===== src/rtl/ufm_ext_responder.sv =====
// Responder for the register block's flash external interface. Turns held-level read/write
// requests into Avalon-MM accesses on the UFM data and CSR ports and returns a one-cycle ack.
module ufm_ext_responder #(
  parameter int unsigned          DATA_AW        = 17,
  parameter int unsigned          TIMEOUT_W      = 24,
  parameter logic [TIMEOUT_W-1:0] TIMEOUT_CYCLES = '1
) (
  input  logic               CLK,
  input  logic               nRST,
  input  logic [23:0]        ext_address,
  input  logic               ext_read,
  input  logic               ext_write,
  input  logic [31:0]        ext_write_data,
  input  logic [3:0]         ext_byte_enable,
  output logic [31:0]        ext_read_data,
  output logic               ext_acknowledge,
  output logic [DATA_AW-1:0] avmm_data_addr,
  output logic               avmm_data_read,
  output logic               avmm_data_write,
  output logic [31:0]        avmm_data_writedata,
  input  logic [31:0]        avmm_data_readdata,
  input  logic               avmm_data_waitrequest,
  input  logic               avmm_data_readdatavalid,
  output logic               avmm_csr_addr,
  output logic               avmm_csr_read,
  output logic               avmm_csr_write,
  output logic [31:0]        avmm_csr_writedata,
  input  logic [31:0]        avmm_csr_readdata,
  output logic               timeout_flag
);

  typedef enum logic [3:0] {
    StIdle, StDrdReq, StDrdWait, StDwrReq, StCsrRd, StCsrWait,
    StCsrWr, StPollRd, StPollWait, StAck, StRelease
  } state_e;

  state_e               state_q;
  logic [TIMEOUT_W-1:0] timer_q;
  logic                 cap_read_q;
  logic                 cap_status_q;

  logic        is_data, is_status, is_control;
  logic [31:0] merged_data;
  logic        unused_addr_lsb;

  assign is_data    = (ext_address[23:19] == 5'd0);
  assign is_status  = (ext_address[23:2] == 22'h02_0000);
  assign is_control = (ext_address[23:2] == 22'h02_0001);
  assign unused_addr_lsb = ^ext_address[1:0];

  // Disabled byte lanes are written as erased flash (all ones) so they stay unprogrammed.
  always_comb begin
    merged_data = '1;
    for (int i = 0; i < 4; i++) begin
      if (ext_byte_enable[i]) merged_data[8*i +: 8] = ext_write_data[8*i +: 8];
    end
  end

  always_ff @(posedge CLK or negedge nRST) begin
    if (!nRST) begin
      state_q             <= StIdle;
      timer_q             <= '0;
      cap_read_q          <= 1'b0;
      cap_status_q        <= 1'b0;
      ext_read_data       <= '0;
      ext_acknowledge     <= 1'b0;
      avmm_data_addr      <= '0;
      avmm_data_read      <= 1'b0;
      avmm_data_write     <= 1'b0;
      avmm_data_writedata <= '0;
      avmm_csr_addr       <= 1'b0;
      avmm_csr_read       <= 1'b0;
      avmm_csr_write      <= 1'b0;
      avmm_csr_writedata  <= '0;
      timeout_flag        <= 1'b0;
    end else begin
      ext_acknowledge <= 1'b0;
      unique case (state_q)
        StIdle: begin
          if (ext_write || ext_read) begin
            cap_read_q   <= !ext_write;
            cap_status_q <= is_status;
            if (is_data) begin
              avmm_data_addr <= ext_address[DATA_AW+1:2];
              if (ext_write) begin
                avmm_data_writedata <= merged_data;
                avmm_data_write     <= 1'b1;
                state_q             <= StDwrReq;
              end else begin
                avmm_data_read <= 1'b1;
                state_q        <= StDrdReq;
              end
            end else if (is_status || is_control) begin
              if (ext_write) begin
                avmm_csr_addr      <= 1'b1;
                avmm_csr_writedata <= ext_write_data;
                avmm_csr_write     <= 1'b1;
                state_q            <= StCsrWr;
              end else begin
                avmm_csr_addr <= is_control;
                avmm_csr_read <= 1'b1;
                state_q       <= StCsrRd;
              end
            end else begin
              if (!ext_write) ext_read_data <= '0;
              ext_acknowledge <= 1'b1;
              state_q         <= StAck;
            end
          end
        end
        StDrdReq: begin
          if (!avmm_data_waitrequest) begin
            avmm_data_read <= 1'b0;
            if (avmm_data_readdatavalid) begin
              ext_read_data   <= avmm_data_readdata;
              ext_acknowledge <= 1'b1;
              state_q         <= StAck;
            end else begin
              state_q <= StDrdWait;
            end
          end
        end
        StDrdWait: begin
          if (avmm_data_readdatavalid) begin
            ext_read_data   <= avmm_data_readdata;
            ext_acknowledge <= 1'b1;
            state_q         <= StAck;
          end
        end
        StDwrReq: begin
          if (!avmm_data_waitrequest) begin
            avmm_data_write <= 1'b0;
            timer_q         <= '0;
            avmm_csr_addr   <= 1'b0;
            avmm_csr_read   <= 1'b1;
            state_q         <= StPollRd;
          end
        end
        StCsrRd: begin
          avmm_csr_read <= 1'b0;
          state_q       <= StCsrWait;
        end
        StCsrWait: begin
          ext_read_data   <= cap_status_q ? {timeout_flag, avmm_csr_readdata[30:0]}
                                          : avmm_csr_readdata;
          ext_acknowledge <= 1'b1;
          state_q         <= StAck;
        end
        StCsrWr: begin
          avmm_csr_write <= 1'b0;
          timer_q        <= '0;
          avmm_csr_addr  <= 1'b0;
          avmm_csr_read  <= 1'b1;
          state_q        <= StPollRd;
        end
        StPollRd: begin
          avmm_csr_read <= 1'b0;
          if (timer_q != '1) timer_q <= timer_q + 1'b1;
          state_q <= StPollWait;
        end
        StPollWait: begin
          if (timer_q != '1) timer_q <= timer_q + 1'b1;
          if (avmm_csr_readdata[1:0] == 2'b00) begin
            ext_acknowledge <= 1'b1;
            state_q         <= StAck;
          end else if (timer_q < TIMEOUT_CYCLES) begin
            avmm_csr_read <= 1'b1;
            state_q       <= StPollRd;
          end else begin
            timeout_flag    <= 1'b1;
            ext_acknowledge <= 1'b1;
            state_q         <= StAck;
          end
        end
        StAck: begin
          // Timeouts are only raised in StPollWait, so clearing here cannot mask a new one.
          if (cap_read_q && cap_status_q) timeout_flag <= 1'b0;
          state_q <= StRelease;
        end
        StRelease: begin
          if (!ext_read && !ext_write) state_q <= StIdle;
        end
        default: state_q <= StIdle;
      endcase
    end
  end

endmodule


===== config.mk =====
export PLATFORM = sky130hd
export DESIGN_NAME = ufm_ext_responder
export DESIGN_NICKNAME = d
export VERILOG_FILES = /design/src/rtl/ufm_ext_responder.sv
export SDC_FILE = /design/constraint.sdc
export NUM_CORES = 1
export LEC_CHECK = 0
export BUFFER_PORTS_ARGS = -buffer_cell sky130_fd_sc_hd__buf_2
export CORE_MARGIN = 10
export CORE_UTILIZATION = 46
export CTS_CLUSTER_DIAMETER = 100
export DETAILED_ROUTE_END_ITERATION = 12
export PLACE_DENSITY = 0.77
export SLEW_MARGIN = 20
export SYNTH_ARGS = -nofsm -noshare
export SYNTH_HDL_FRONTEND = slang
export SYNTH_SLANG_ARGS = --single-unit

===== constraint.sdc =====
create_clock -name CLK -period 2.25 [get_ports CLK]
set_clock_uncertainty 0.1 [all_clocks]
set_input_delay 0.225 -clock CLK [delete_from_list [all_inputs] [get_ports CLK]]
set_output_delay 0.225 -clock CLK [all_outputs]
set_load 0.005 [all_outputs]

==> parameters.txt <==
Parameter                              Value

Timing
  Final-report hold violation count ... 0
  Slew headroom ... 0.580
  Max frequency ... roughly 460 MHz
  Final setup fails ... 0
  Least-Margin Pin Slew ... about 630 ps
  Pins over their slew limit ... 0
  Minimum clock period after layout ... roughly 2200 ps
  Worst-case setup margin in the final layout ... between 70 and 80 ps
  Share of the cycle needed by the critical path after routing ... 0.967
  Post-route setup TNS ... 0 ps

Place
  Post-DP HPWL ... 16.0 mm
  Number of buffers inserted by port buffering ... between 200 and 250
  Worst slack at placement ... -24.5 ps
  Placer's final routability congestion estimate ... approximately 0.9

Logic synthesis
  Synth Register Bits ... 150
  Synth cell count leaders ... sky130_fd_sc_hd__dfrtp_1, sky130_fd_sc_hd__mux2_2, sky130_fd_sc_hd__nand2_1
  Most frequently used flop master after synthesis ... sky130_fd_sc_hd__dfrtp_1
  Synthesized netlist cell count ... approximately 650
  Count leader, synth ... sky130_fd_sc_hd__dfrtp_1
  Part of the Yosys area used for sequential elements ... 0.516
  Synth async-reset ratio ... 1.00
  Number of enable flip-flop cells after synthesis ... 0
  Number of distinct library cells after synthesis ... 69
  Area contributors post-synth ... sky130_fd_sc_hd__dfrtp_1, sky130_fd_sc_hd__mux2_2, sky130_fd_sc_hd__a22o_1
  Number of warnings issued by yosys ... 0
  Biggest area consumer among synthesized cells ... sky130_fd_sc_hd__dfrtp_1
  Syn Area/Cell ... 11.2 um2
  Netlist area before placement ... 7280 um2
  Proportion of netlist area held by the largest area contributor ... 0.516
  Net count of the mapped netlist ... between 700 and 800

Route
  Antenna-violating nets left ... 0
  Routed WL ... around 23 mm
  Pre-Repair DR Iteration Count ... 5
  Final routed DRC violation total ... 0
  Starting DRT DRC Count ... a little under 600
  Post-DR wirelength/cell ... roughly 19 um
  Total number of vias ... about 6700
  Number of vias per cell after detailed routing ... 5.54

Die
  Initial core utilization ... 0.474
  Die X ... around 150 um
  Area of the placeable core ... 15400 um2
  Rows ... 45
  Io pins ... 250
  Die Outline Area ... 21300 um2
  Y dimension of the die ... about 150 um

Final layout
  Final-stage net count ... 1110
  Layout cell share with drive strength beyond 1 ... 0.439
  Number of filler cells placed in the layout ... approximately 1200
  Area Growth Syn to Fin ... 39.2%
  # diodes ... 0
  Register area ... ~3800 um2
  Multi-input gate area ... ~3300 um2

Status
  Result of the run ... complete, no violations

CTS
  Number of setup buffers added after CTS ... 0
  Cell at the root of the clock tree ... sky130_fd_sc_hd__clkbuf_16
  H-Tree Level Count ... 4
  Clock tree buffer depth ... 2
  TritonCTS clock tree ... built
  Clock insertion delay at the later pin of the skew report ... ~420 ps
  Clock transition at path regs ... approximately 60 ps
  Number of buffers added by the clock tree synthesis step ... 17
  Number of clock sinks seen by CTS ... 150

Global route
  Largest net degree at the start of global routing ... 66
  Overall global routing resource usage ... 0.208
  Overflow left after global routing ... 0
  Initial antenna violation count ... 0
  Vias in the first global route ... 6847
  Global-route wire length before repair ... about 37 mm

Setup path
  Kind of end point of the critical path ... flip-flop
  Start-to-end type of the worst setup path ... reg -> reg
  Type of element launching the critical path ... flip-flop
  Critical-path cell with the highest stage delay ... sky130_fd_sc_hd__dfrtp_2
  Arrival @ worst endpoint ... 2380 ps
  Critical path data required time ... approximately 2500 ps
  Crit-path cells ... and2b_1, o22ai_1, a2111o_1, a21oi_4, buf_12, mux2_2
  Worst-path maximum fanout ... 32
  Longest individual stage delay on the worst path ... 450 ps

Run
  Max Cap Viol ... 0

Hold path
  Hold Path Class ... in -> reg

Pwr
  Pwr dens ... around 1000 nW/um2
  Overall Power ... between 9 and 10 mW
  Leakage power ... 5.23 nW
  Maximum VDD drop ... ~0.00059 V
## placed cells by master (no fill, tap or decap), drive strengths merged, types with 7 or more instances in the layout
master / synthesis / final
a22o: 35 / 35
nor4: 10 / 10
nand2b: 10 / 10
nand4: 10 / 10
nor2: 29 / 29
clkbuf: 18 / 20
inv: 9 / 12
mux2i: 7 / 7
nand2: 65 / 65
nand3: 9 / 9
buf: 18 / 294
mux2: 83 / 83
a31oi: 9 / 9
a31o: 7 / 7
nor3: 12 / 12
dlygate4sd3: 0 / 50
dfrtp: 150 / 150
nor2b: 36 / 36
a21oi: 25 / 25
o21ai: 45 / 45
## layer usage
layer | routed length, um | part of all wire | track usage | vias to the layer above
li1 | - | - | - | 3059
met1 | 8870 | 0.39 | 0.248 | 3210
met2 | 10800 | 0.48 | 0.333 | 346
met3 | 2400 | 0.11 | 0.0807 | 49
met4 | 591 | 0.026 | 0.0799 | 0
met5 | 0 | 0 | 0 | -
## power breakdown
part	internal [mW]	leakage (nW)	switching [mW]
logic	1.85	2.93	1.87
registers	3.25	2.03	0.325
clock network	1.48	0.265	1.17
## kinds of logic (layout without fill, tap and decap cells)
group | count (synthesis) | after routing | share of synthesized area
AO/OA/AOI/OAI | 156 | 156 | 0.152
XOR/XNOR | 1 | 1 | 0.00120
adder cells (fa/ha/maj) | 1 | 1 | 0.00172
buffers and inverters | 45 | 385 | 0.0337
flip-flops | 150 | 150 | 0.516
multiplexers | 90 | 90 | 0.138
AND/OR/NAND/NOR | 209 | 209 | 0.157
## final timing paths
check	start	end	slack, ps	depth (start not counted)
worst max-delay path	state_q[1]	ext_read_data[13]	80	6
max in group asynchronous	nRST	ext_read_data[25]	1100	3
worst min register to register	avmm_data_writedata[17]	avmm_data_writedata[17]	370	2
worst min-delay path	avmm_csr_readdata[29]	ext_read_data[29]	40	3
worst max register to register	state_q[1]	ext_read_data[13]	80	6
min in group asynchronous	nRST	ext_read_data[7]	230	2
## per-stage QoR
stage / instance area [um2] / hold WS (ps) / utilization / instances
detailed placement: 9020 / 123 / 0.587 / 1121
global route: 10100 / 49.8 / 0.659 / 1203
global placement: 9020 / 129 / 0.587 / 1121
floorplan: 7280 / -171 / - / 652
CTS: 10100 / 27.3 / 0.656 / 1203
finish: 10100 / 44.1 / 0.659 / 1203
## registers in the layout, summed over array words and instances, names as in the netlist, 4 cells and up
register,cells
timer_q,24
avmm_data_writedata,32
avmm_data_addr,17
avmm_csr_writedata,32
ext_read_data,32
state_q,4
## worst max-delay path: cells and delay by family (launching register included)
family / cells / cell delay (ps)
simple gates: 1 / 220
buf+inv: 1 / 210
flops: 1 / 450
compound gates: 3 / 690
mux: 1 / 360
## timing repair
action / CTS / global route
hold buffers: 50 / 0
hold endpoints to repair: 125 / 0
gates resized for setup: 2 / 12
endpoints found under the setup margin: 34 / 91
pin swaps: 0 / 3
## cell type report
cell class,count,share of cell area
Timing Repair Buffer,344,0.215
Clock inverter,12,0.00951
Sequential cell,150,0.371
Inverter,9,0.00333
Multi-Input combinational cell,457,0.330
Tap cell,211,0.0261
Clock buffer,20,0.0451
Power figures use the tool's default switching activity.
